===== src/rtl/cpu_pkg.sv =====
// Shared encodings and per-stage helpers for the MIPS pipeline hazard logic.
// Holds the forwarding-select codes, Tuse/Tnew constants and the shadow-register record.
package cpu_pkg;

  localparam logic [1:0] FWD_RF = 2'd0;
  localparam logic [1:0] FWD_E  = 2'd1;
  localparam logic [1:0] FWD_M  = 2'd2;
  localparam logic [1:0] FWD_W  = 2'd3;

  localparam logic [1:0] TUSE_NONE  = 2'd3;
  localparam logic [1:0] TNEW_READY = 2'd0;
  localparam logic [1:0] TNEW_ALU   = 2'd1;
  localparam logic [1:0] TNEW_LOAD  = 2'd2;

  typedef struct packed {
    logic [4:0] dst;
    logic       we;
    logic [1:0] tnew;
  } shadow_t;

  localparam shadow_t SHADOW_BUBBLE = '{dst: 5'd0, we: 1'b0, tnew: 2'd0};

  function automatic logic [1:0] tnew_dec(input logic [1:0] t);
    return (t == TNEW_READY) ? TNEW_READY : (t - 2'd1);
  endfunction

  // $0 is hard-wired, so a write to it never creates a dependency.
  function automatic logic stage_match(input shadow_t s, input logic [4:0] r);
    return s.we && (s.dst == r) && (r != 5'd0);
  endfunction

  function automatic logic stage_ready(input shadow_t s, input logic [4:0] r);
    return stage_match(s, r) && (s.tnew == TNEW_READY);
  endfunction

  function automatic logic stage_hazard(input shadow_t s, input logic [4:0] r,
                                        input logic [1:0] tuse);
    return (tuse != TUSE_NONE) && stage_match(s, r) && (s.tnew > tuse);
  endfunction

  function automatic logic [1:0] fwd_sel_d(input shadow_t e, input shadow_t m,
                                           input shadow_t w, input logic [4:0] r);
    logic [1:0] sel;
    if (stage_ready(e, r)) begin
      sel = FWD_E;
    end else if (stage_ready(m, r)) begin
      sel = FWD_M;
    end else if (stage_ready(w, r)) begin
      sel = FWD_W;
    end else begin
      sel = FWD_RF;
    end
    return sel;
  endfunction

  function automatic logic [1:0] fwd_sel_e(input shadow_t m, input shadow_t w,
                                           input logic [4:0] r);
    logic [1:0] sel;
    if (stage_ready(m, r)) begin
      sel = FWD_M;
    end else if (stage_ready(w, r)) begin
      sel = FWD_W;
    end else begin
      sel = FWD_RF;
    end
    return sel;
  endfunction

endpackage


===== src/rtl/md_busy_counter.sv =====
// Occupancy tracker for the multi-cycle HI/LO unit: loads the operation latency
// when a start leaves E, then counts down; busy covers the start cycle too.
module md_busy_counter #(
  parameter int MULT_CYCLES = 5,
  parameter int DIV_CYCLES  = 10
) (
  input  logic clk,
  input  logic rst_n,
  input  logic i_start,
  input  logic i_div,
  output logic o_busy
);

  localparam int MAX_CYCLES = (MULT_CYCLES > DIV_CYCLES) ? MULT_CYCLES : DIV_CYCLES;
  localparam int CNT_W      = $clog2(MAX_CYCLES + 1);

  logic [CNT_W-1:0] r_count;
  logic [CNT_W-1:0] w_load;
  logic             w_count_nz;

  always_comb begin
    w_load     = i_div ? CNT_W'(DIV_CYCLES) : CNT_W'(MULT_CYCLES);
    w_count_nz = (r_count != {CNT_W{1'b0}});
    o_busy     = w_count_nz | i_start;
  end

  always_ff @(posedge clk or negedge rst_n) begin
    if (!rst_n) begin
      r_count <= {CNT_W{1'b0}};
    end else if (i_start) begin
      r_count <= w_load;
    end else if (w_count_nz) begin
      r_count <= r_count - {{(CNT_W-1){1'b0}}, 1'b1};
    end else begin
      r_count <= {CNT_W{1'b0}};
    end
  end

endmodule


===== src/rtl/hazard_scheduler.sv =====
// Stall / bubble / forwarding controller for the 5-stage MIPS core, built on
// E/M/W shadow copies of each in-flight write and the HI/LO busy counter.
module hazard_scheduler
  import cpu_pkg::*;
#(
  parameter int MULT_CYCLES = 5,
  parameter int DIV_CYCLES  = 10
) (
  input  logic       clk,
  input  logic       rst_n,
  input  logic [4:0] rs_D,
  input  logic [4:0] rt_D,
  input  logic [1:0] tuse_rs_D,
  input  logic [1:0] tuse_rt_D,
  input  logic [4:0] dst_D,
  input  logic       we_D,
  input  logic [1:0] tnew_D,
  input  logic       md_start_D,
  input  logic       md_div_D,
  input  logic       md_use_D,
  output logic       stall,
  output logic       flush_E,
  output logic [1:0] fwd_rs_D,
  output logic [1:0] fwd_rt_D,
  output logic [1:0] fwd_rs_E,
  output logic [1:0] fwd_rt_E,
  output logic       md_busy
);

  shadow_t    r_E;
  shadow_t    r_M;
  shadow_t    r_W;
  logic [4:0] r_rs_E;
  logic [4:0] r_rt_E;
  logic       r_md_start_E;
  logic       r_md_div_E;

  logic w_data_stall;
  logic w_md_stall;
  logic w_stall;
  logic w_md_busy;

  md_busy_counter #(
    .MULT_CYCLES (MULT_CYCLES),
    .DIV_CYCLES  (DIV_CYCLES)
  ) u_md_busy_counter (
    .clk     (clk),
    .rst_n   (rst_n),
    .i_start (r_md_start_E),
    .i_div   (r_md_div_E),
    .o_busy  (w_md_busy)
  );

  always_comb begin
    w_data_stall = stage_hazard(r_E, rs_D, tuse_rs_D) | stage_hazard(r_E, rt_D, tuse_rt_D)
                 | stage_hazard(r_M, rs_D, tuse_rs_D) | stage_hazard(r_M, rt_D, tuse_rt_D)
                 | stage_hazard(r_W, rs_D, tuse_rs_D) | stage_hazard(r_W, rt_D, tuse_rt_D);
    w_md_stall   = (md_use_D | md_start_D) & w_md_busy;
    w_stall      = w_data_stall | w_md_stall;

    stall    = w_stall;
    flush_E  = w_stall;
    md_busy  = w_md_busy;
    fwd_rs_D = fwd_sel_d(r_E, r_M, r_W, rs_D);
    fwd_rt_D = fwd_sel_d(r_E, r_M, r_W, rt_D);
    fwd_rs_E = fwd_sel_e(r_M, r_W, r_rs_E);
    fwd_rt_E = fwd_sel_e(r_M, r_W, r_rt_E);
  end

  // A stalled D instruction leaves a bubble in E; M and W always advance.
  always_ff @(posedge clk or negedge rst_n) begin
    if (!rst_n) begin
      r_E          <= SHADOW_BUBBLE;
      r_M          <= SHADOW_BUBBLE;
      r_W          <= SHADOW_BUBBLE;
      r_rs_E       <= 5'd0;
      r_rt_E       <= 5'd0;
      r_md_start_E <= 1'b0;
      r_md_div_E   <= 1'b0;
    end else begin
      if (w_stall) begin
        r_E          <= SHADOW_BUBBLE;
        r_rs_E       <= 5'd0;
        r_rt_E       <= 5'd0;
        r_md_start_E <= 1'b0;
        r_md_div_E   <= 1'b0;
      end else begin
        r_E          <= '{dst: dst_D, we: we_D, tnew: tnew_D};
        r_rs_E       <= rs_D;
        r_rt_E       <= rt_D;
        r_md_start_E <= md_start_D;
        r_md_div_E   <= md_start_D & md_div_D;
      end
      r_M <= '{dst: r_E.dst, we: r_E.we, tnew: tnew_dec(r_E.tnew)};
      r_W <= '{dst: r_M.dst, we: r_M.we, tnew: tnew_dec(r_M.tnew)};
    end
  end

endmodule


===== config.mk =====
export PLATFORM = sky130hd
export DESIGN_NAME = hazard_scheduler
export DESIGN_NICKNAME = d
export VERILOG_FILES = /design/src/rtl/cpu_pkg.sv /design/src/rtl/md_busy_counter.sv /design/src/rtl/hazard_scheduler.sv
export SDC_FILE = /design/constraint.sdc
export NUM_CORES = 1
export LEC_CHECK = 0
export ABC_AREA = 1
export CORE_AREA = 2 2 79 62
export CTS_BUF_LIST = sky130_fd_sc_hd__clkbuf_8
export CTS_CLUSTER_DIAMETER = 30
export DETAILED_ROUTE_END_ITERATION = 8
export DIE_AREA = 0 0 81 64
export PLACE_DENSITY = 0.9
export SLEW_MARGIN = 0
export SYNTH_ARGS = -nofsm -noshare
export SYNTH_HDL_FRONTEND = slang
export SYNTH_SLANG_ARGS = --single-unit

===== constraint.sdc =====
create_clock -name clk -period 4.15 [get_ports clk]
set_input_delay 0.6225 -clock clk [delete_from_list [all_inputs] [get_ports clk]]
set_output_delay 0.6225 -clock clk [all_outputs]
set_load 0.005 [all_outputs]

==> flow_summary.toml <==
[sta]
min_period_over_period_pct = 77.6
drv_slew = 0
hold_viol_final = 0
fmax_mhz = 311
setup_tns_ns = 0
rsz0062_at_grt = "no"
skew_ns = 0.00425
tightest_slew_ns = 0.862
period_minus_slack_ns = 3.22
slew_headroom_pct = 42.5
setup-violations-final = 0
setup_slack_ns = 0.930

[grt]
busiest_layer = "met1"
gr-total-overflow = 0
antenna_found_initial = 0
grt_use_met2_pct = 40.8
grt_pass1_wl_um = 11100
met3_usage_pct = 5.79
grt_pass1_vias = 2350
track_usage_pct = 28.4
grt_max_degree = 41
gr-usage-met1_pct = 41.3

[setup_path]
crit_path_max_fanout = 3
cp-end-kind = "primary output"
cpLargestDelayFamily = "buffers and inverters"
criticalPathCategory = "input pin to primary output"
path_buf_inv = 3
required_ns = 3.53
path_cells = "clkdlybuf4s50_1 -> inv_1 -> ha_1 -> a21oi_1 -> a21oi_1 -> nand3_1 -> nand3_2 -> nand2_2 -> nand3_4 -> clkdlybuf4s50_1"
slowest_delay_ns = 0.50
crit_path_top_delay_cell = "clkdlybuf4s50_1"
arrival_ns = 2.60
start_kind = "input pin"

[layout]
nFillCells = 373
drive_gt1_share_pct = 16.7
area_growth_pct = 18.8
n_antenna_cell = 0
nets = 421
design_area_mm2 = 0.00311

[clock_network]
cts_made_buffers = 5
clkLatencyLatePin_ns = 0.29
cts-resized-gates = 0
htree_levels = 2
cts_root_buf = "clkbuf_8"
cts_max_path_buffers = 2
cts_tree = "done"
cts.sinks = 40
post_cts_buffers = 0
cts_hold_buf = 0
clkTransAtPathRegs_ns = 0.07

[die]
num_rows = 21
coreArea_mm2 = 0.00436
die-area_mm2 = 0.00518
die_height_um = 64
die_x_um = 81
pin_count = 38
start_util_pct = 59.9

[routing]
vias_per_cell = 5.49
detail_route.first_pass.iterations = 5
wl_per_cell_um = 14.8
drcViolationCount = 0
wl_um = 6520
ant_nets = 0
num_vias = 2414
dr.first_iter.drc_count = 172

[pwr]
power.total_mw = 1.27
p_per_area_mw_per_mm2 = 410
ir_worst_vdd_mv = 0.352
power_leakage_nw = 1.55

[run_status]
run_status = "finished clean"

[job]
maxCapViolations = 0

[placed_design]
dpl_cell_area_mm2 = 0.00302
io_buffers = 37
place_worst_setup_slack_ns = 0.941
place_hpwl_um = 5260
routabilityCongestion = 1.01

[logic_synthesis]
synth.net_count = 381
syn_avg_cell_area_um2 = 7.64
synth_area_mm2 = 0.00261
syn_inst = 342
yosysWarningCount = 0
yosysSeqAreaShare_pct = 38.3
synth.distinct_cells = 30
yosys_register_bits = 40

[min_path]
hold_class = "flop to flop"
## metal layers
layer  part of all wire [%]  routed length (µm)  vias up
met5                      0                   0        -
met4                    2.2                 144        0
met3                    8.1                 526       18
met2                     45                2930      117
met1                     45                2920     1119
li1                       -                   -     1160
## flip-flops by register name, indices dropped and copies added, names as in the netlist
signal	count
r_E	8
r_M	8
r_W	8
r_rs_E	5
r_rt_E	5
u_md_busy_counter.r_count	4
r_md_div_E	1
r_md_start_E	1
## worst paths after layout
path                                        from                  end  slack [ns]  cells after the start
worst min-delay path            r_E[2]$_DFF_PN0_     r_M[2]$_DFF_PN0_        0.38                      0
worst min register to register  r_E[2]$_DFF_PN0_     r_M[2]$_DFF_PN0_        0.38                      0
worst max-delay path                tuse_rt_D[1]              flush_E        0.93                     10
min in group asynchronous                  rst_n  r_rt_E[3]$_DFF_PN0_        0.44                      1
worst max register to register  r_M[6]$_DFF_PN0_  r_rs_E[2]$_DFF_PN0_        2.25                     10
max in group asynchronous                  rst_n     r_M[0]$_DFF_PN0_        3.18                      1
## cell usage in the layout, fill, tap and decap left out, types with 3 or more instances in the layout
master,count
nand2_1,77
a21oi_1,20
clkdlybuf4s50_1,36
nand3_1,17
xnor2_1,10
inv_2,18
nand4_1,3
nor2_2,24
o21ai_0,5
nand3_2,7
nor2_1,20
nor3_1,6
ha_1,12
dfrtp_1,40
clkbuf_8,6
a221oi_1,3
inv_1,50
o22ai_1,9
xor2_1,5
## worst reg2reg max path: stages (launching register included)
cell and delay (ns):
dfrtp_1 0.58, inv_2 0.05, a21oi_1 0.17, nand2_1 0.07, nor2_1 0.15, nand3_1 0.11, nand3_2 0.08, nand2_2 0.08
nand3_4 0.09, buf_4 0.32, nor2_2 0.08
## where the power goes
group          switching [mW]  total [mW]  internal, mW
clock                   0.125       0.256         0.130
combinational           0.261       0.454         0.194
sequential             0.0977       0.563         0.466
## final cells by class
cell class / instances / area [µm²] / share of cell area [%]
inverter: 66 / 248 / 7.98
sequential: 40 / 1000 / 32.2
tap: 57 / 71.3 / 2.30
clock inverter: 2 / 7.51 / 0.242
timing repair buffer: 38 / 373 / 12.0
multi-input combinational: 231 / 1320 / 42.6
clock buffer: 6 / 82.6 / 2.66
## logic make-up (layout without fill, tap and decap cells)
group                    count (synthesis)  in the layout  share of synthesized area [%]
AO/OA/AOI/OAI                           43             43                           10.1
AND/OR/NAND/NOR                        161            161                           29.8
adder cells (fa/ha/maj)                 12             12                           5.74
XOR/XNOR                                15             15                           5.03
buffers and inverters                   71            112                           11.1
flip-flops                              40             40                           38.3
## per-stage QoR
step,cells,hold slack (ns),util (%)
2_1_floorplan,342,0.327,-
3_3_place_gp,432,0.357,69.1
3_5_place_dp,432,0.368,69.1
4_1_cts,440,0.384,71.2
5_1_grt,440,0.405,71.2
6_report,440,0.380,71.2
## cells in the mapped netlist, drive strengths merged
master | number | area [µm²]
a31oi | 1 | 6.26
a21o | 1 | 7.51
nor3 | 6 | 30.0
buf | 5 | 42.5
o21a | 1 | 7.51
a221oi | 3 | 26.3
and3 | 1 | 6.26
xnor2 | 10 | 87.6
nand2 | 79 | 302
xor2 | 5 | 43.8
o22ai | 9 | 56.3
nor4 | 2 | 12.5
a21oi | 22 | 118
ha | 12 | 150
o21ai | 6 | 41.3
dfrtp | 40 | 1000
nand3 | 25 | 173
nand4 | 3 | 18.8
inv | 66 | 248
nor2 | 45 | 236
Power figures use the tool's default switching activity.
==> variant 1: new RTL, config.mk and constraints unchanged <==
Reset style: synchronous (`rst_n`), changed in 2 clocked blocks.
--- a/src/rtl/md_busy_counter.sv
+++ b/src/rtl/md_busy_counter.sv
@@ -24,7 +24,7 @@
     o_busy     = w_count_nz | i_start;
   end
 
-  always_ff @(posedge clk or negedge rst_n) begin
+  always_ff @(posedge clk) begin
     if (!rst_n) begin
       r_count <= {CNT_W{1'b0}};
     end else if (i_start) begin
--- a/src/rtl/hazard_scheduler.sv
+++ b/src/rtl/hazard_scheduler.sv
@@ -68,7 +68,7 @@
   end
 
   // A stalled D instruction leaves a bubble in E; M and W always advance.
-  always_ff @(posedge clk or negedge rst_n) begin
+  always_ff @(posedge clk) begin
     if (!rst_n) begin
       r_E          <= SHADOW_BUBBLE;
       r_M          <= SHADOW_BUBBLE;
Behaviour: differs if rst_n is asserted again (counterexample within 4 cycles, from zero or initial values and one cycle with rst_n low); with rst_n held inactive, the same outputs for 10 cycles.
==> variant 1 against the unedited design <==
- die area unchanged
- cell area fell by 4.6%
- total power grew 2.3%
- routed wire length hardly changed
- largest power group unchanged
- first-iteration DRC count grew 110%
- final cell count grew 5.5%
- non-clock buffer count fell by 1
- setup slack got worse by 0.18 ns
- synthesized area decreased by 4.8%
- via count up 4.2%
- sequential cell count did not move
==> variant 1: results (changes against the unedited design) <==
| Metric | Value |
|---|---|
| Fin Hold WS | 0.426 ns (+0.0462 ns) |
| Clock slew at reported path FFs | 0.07 ns (about the same) |
| Fin crit share | 81.9% (+4.3 points) |
| First-pass GRT wire length | 11.1 mm (+0.12%) |
| Worst Hold Class | reg2reg |
| Worst r2r path cells | 8 (-2) |
| R2r setup slk | 2.15 ns (-0.10 ns) |
| M2 GR Usage | 44.2% (+3.4 points) |
| Synth top area cells | dfxtp_1, nand2_1, inv_1 |
| Met1 WL | 2.90 mm (-0.69%) |
| Synth top cells by count | nand2_1, inv_1, dfxtp_1 |
| Mapped Area | 2490 µm² (-4.8%) |
| Largest net degree at the start of global routing | 21 (-49%) |
| Detailed Route Iter0 Violations | 361 (+110%) |
| Clock buf/inv share | 3.04% (+0.14 points) |
| Cells on Worst Hold Path | 2 (+2) |
| Detailed Place HPWL | 5.13 mm (-2.5%) |
| Mean post-synth cell area | 6.71 µm² (-12%) |
| Xor/xnor share of the synthesized area | 4.93% (-0.099 points) |
| Repair and plain buffers | 37 (-2.6%) |
| Comb_multi_in | 252 (+9.1%) |
| Arrival @ worst endpoint | 2.78 ns (+0.18 ns) |
| Gp weighted congestion | 0.993 (-1.4%) |
| Layout non-clock buf frac | 12.5% (+0.50 points) |
| GR Util All Layers | 27.8% (-0.54 points) |
| Routed via count | 2515 (+4.2%) |
| Status | finished clean |
| Compound-Gate Fraction of Synth Area | 11.2% (+1.2 points) |
| WL final | 6.51 mm (about the same) |
| Syn nets | 412 (+8.1%) |
| Multi-input combinational area share | 46.1% (+3.5 points) |
| FFs w/ async S/R, synth | 0% (-100 points) |
| Fillers | 378 (+1.3%) |
| Layout Skew | 0.00457 ns (+0.000323 ns) |
| Detail Route met2 WL | 2.91 mm (-0.44%) |
| Layout cells sized above 1 | 10.1% (-6.6 points) |
| GRT met1 Usage | 39.4% (-1.9 points) |
| Fin cells | 464 (+5.5%) |
| WL met3 | 606 µm (+15%) |
| Sequential cells | 40 (unchanged) |
| R2R Path End | r_rt_E[1] |
| M3 GR Usage | 5.37% (-0.42 points) |
| Reg-to-reg critical path startpoint | r_E[1] |
| 1st-pass router iterations | 6 (+1) |
| Hold Path Origin | r_E[2] |
| Pleak | 1.44 nW (-7.0%) |
| Adder-cell area share of the yosys netlist | 7.04% (+1.3 points) |
| Hold Path End | r_M[2] |
| Dpl cell area | 2870 µm² (-4.8%) |
| DP Worst Slack | 0.784 ns (-0.156 ns) |
| VDD IR max | 0.330 mV (-6.4%) |
| Layout Nets | 447 (+6.2%) |
| Actual slew at the worst max-slew pin | 0.730 ns (-0.132 ns) |
| Final instance area | 2960 µm² (-4.6%) |
| Vias in the first global route | 2363 (+0.55%) |
| CP peak stage delay | 0.53 ns (+0.03 ns) |
| Inverters | 70 (+6.1%) |
| Reg area | 801 µm² (-20%) |
## variant 1: changes by cell type after synthesis, sizes merged, moves of 3 or more
cell    change
inv         +4
nand2      +11
a211oi      +3
dfxtp      +40
o21ai       +5
nor2        +3
nand3       -3
dfrtp      -40
o22ai       -4
## variant 1: power by group
group          internal [mW]  switching (mW)  total, mW
combinational          0.216           0.292      0.508
clock                  0.131           0.130      0.261
sequential             0.456          0.0771      0.533
total                  0.803           0.499       1.30
## variant 1: critical path: cells and delay by family
kind / cells / cell delay, ns
buffers and inverters: 3 / 1.10
AO/OA/AOI/OAI: 2 / 0.27
adder cells (fa/ha/maj): 1 / 0.31
AND/OR/NAND/NOR: 4 / 0.45
## variant 1: logic make-up after synthesis
kind of cell             after synthesis
AND/OR/NAND/NOR                      176
buffers and inverters                 79
AO/OA/AOI/OAI                         48
flip-flops                            40
XOR/XNOR                              14
adder cells (fa/ha/maj)               14
==> variant 2: new RTL, config.mk and constraints unchanged <==
Without the edit above. `MULT_CYCLES` is set to 5 in 2 places; all go to 6.
--- a/src/rtl/md_busy_counter.sv
+++ b/src/rtl/md_busy_counter.sv
@@ -1,7 +1,7 @@
 // Occupancy tracker for the multi-cycle HI/LO unit: loads the operation latency
 // when a start leaves E, then counts down; busy covers the start cycle too.
 module md_busy_counter #(
-  parameter int MULT_CYCLES = 5,
+  parameter int MULT_CYCLES = 6,
   parameter int DIV_CYCLES  = 10
 ) (
   input  logic clk,
--- a/src/rtl/hazard_scheduler.sv
+++ b/src/rtl/hazard_scheduler.sv
@@ -3,7 +3,7 @@
 module hazard_scheduler
   import cpu_pkg::*;
 #(
-  parameter int MULT_CYCLES = 5,
+  parameter int MULT_CYCLES = 6,
   parameter int DIV_CYCLES  = 10
 ) (
   input  logic       clk,
Behaviour: not the same (Yosys sat finds a counterexample within 10 cycles, from zero or initial values and one cycle with rst_n low).
==> variant 2 against the unedited design <==
- cell area is 1.2% lower
- non-clock buffer count unchanged
- setup slack got worse by 0.013 ns
- routed wire length is 4.2% lower
- clock skew up 0.0022 ns
- synthesized area fell by 1.8%
- sequential share of layout area up 0.41 points
- sequential cell count unchanged
- total power grew 9.4%
==> variant 2: results (changes against the unedited design) <==
| Metric | Value |
|---|---|
| Pleak | 1.55 nW (+0.12%) |
| Gp weighted congestion | 1.07 (+6.7%) |
| Unique masters post-synth | 32 (+6.7%) |
| Detailed Route Iter0 Violations | 148 (-14%) |
| First-pass GRT wire length | 10.3 mm (-7.5%) |
| Layout Nets | 425 (+0.95%) |
| Routed length per instance | 14.1 µm (-5.1%) |
| Met1 WL | 2.75 mm (-5.7%) |
| R2r setup slk | 2.23 ns (-0.02 ns) |
| Clock slew at reported path FFs | 0.07 ns (about the same) |
| Buffers on Ports | 37 (unchanged) |
| Vias in the first global route | 2261 (-3.8%) |
| Gates resized, CTS repair | 0 (unchanged) |
| VDD IR max | 0.317 mV (-9.8%) |
| R2R Path End | r_E[7] |
| Syn nets | 384 (+0.79%) |
| WL met3 | 620 µm (+18%) |
| Root Buffer | clkbuf_8 |
| Synth top cells by count | nand2_1, inv_1, dfrtp_1 |
| Seq/Total Area, Yosys | 39.0% (+0.69 points) |
| Internal | 841 µW (+6.5%) |
| Detail Route met2 WL | 2.71 mm (-7.5%) |
| Status | finished clean |
| Actual slew at the worst max-slew pin | 0.856 ns (-0.00625 ns) |
| Arrival @ worst endpoint | 2.61 ns (about the same) |
| Worst r2r path cells | 9 (-1) |
| GR Util All Layers | 26.5% (-1.8 points) |
| Layout cells sized above 1 | 14.0% (-2.8 points) |
| Ys Warns | 0 (unchanged) |
| Layout Skew | 0.00642 ns (+0.00217 ns) |
| Crit. Startpoint | tuse_rs_D[1] |
| Synth top area cells | dfrtp_1, nand2_1, inv_1 |
| Detailed Place HPWL | 4.97 mm (-5.4%) |
[variant 2: cell type report]
class                   instances  share of cell area, %
inverters                      68                   8.32
clock inverters                 2                  0.245
well taps                      57                   2.33
clock buffers                   6                   2.69
flip-flops and latches         40                   32.6
repair buffers                 38                   12.2
multi-input cells             233                   41.6
[variant 2: per-stage QoR]
stage / hold WS [ns] / setup WS [ns] / total power, mW / instances / area [µm²]
floorplan: 0.327 / 1.78 / 0.955 / 345 / 2570
global placement: 0.361 / 1.01 / 1.10 / 436 / 2980
detailed placement: 0.382 / 0.959 / 1.13 / 436 / 2980
CTS: 0.389 / 0.947 / 1.39 / 444 / 3070
global route: 0.398 / 0.817 / 1.49 / 444 / 3070
finish: 0.382 / 0.917 / 1.39 / 444 / 3070
[variant 2: power groups by stage]
| stage | logic, mW | registers (mW) | clock network [mW] |
|---|---|---|---|
| 3_5_place_dp | 0.530 | 0.601 | 0 |
| 2_1_floorplan | 0.394 | 0.561 | 0 |
| 4_1_cts | 0.533 | 0.594 | 0.261 |
| 5_1_grt | 0.598 | 0.607 | 0.283 |
| 6_report | 0.536 | 0.599 | 0.258 |
| 3_3_place_gp | 0.509 | 0.593 | 0 |
[variant 2: metal layers]
| metal | GRT usage [%] | vias up |
|---|---|---|
| met3 | 6.21 | 21 |
| met1 | 37.1 | 1071 |
| met2 | 39.6 | 144 |
| met4 | 10.8 | 0 |
| li1 | - | 1175 |
| met5 | 0 | - |
[variant 2: kinds of logic (layout without fill, tap and decap cells)]
logic type / Yosys count / after routing / share of synthesized area, %
AO/OA/AOI/OAI: 41 / 41 / 9.36
AND/OR/NAND/NOR: 168 / 168 / 30.4
flip-flops: 40 / 40 / 39.0
adder cells (fa/ha/maj): 12 / 12 / 5.85
buffers and inverters: 72 / 114 / 11.3
XOR/XNOR: 12 / 12 / 4.09
[variant 2: worst min path at each step]
stage                       from      to  cells after the start
after floorplan            rst_n  r_E[0]                      0
after global placement    r_E[2]  r_M[2]                      0
after detailed placement  r_E[2]  r_M[2]                      0
after CTS                 r_E[2]  r_M[2]                      0
after global routing      r_E[2]  r_M[2]                      0
final                     r_E[2]  r_M[2]                      0
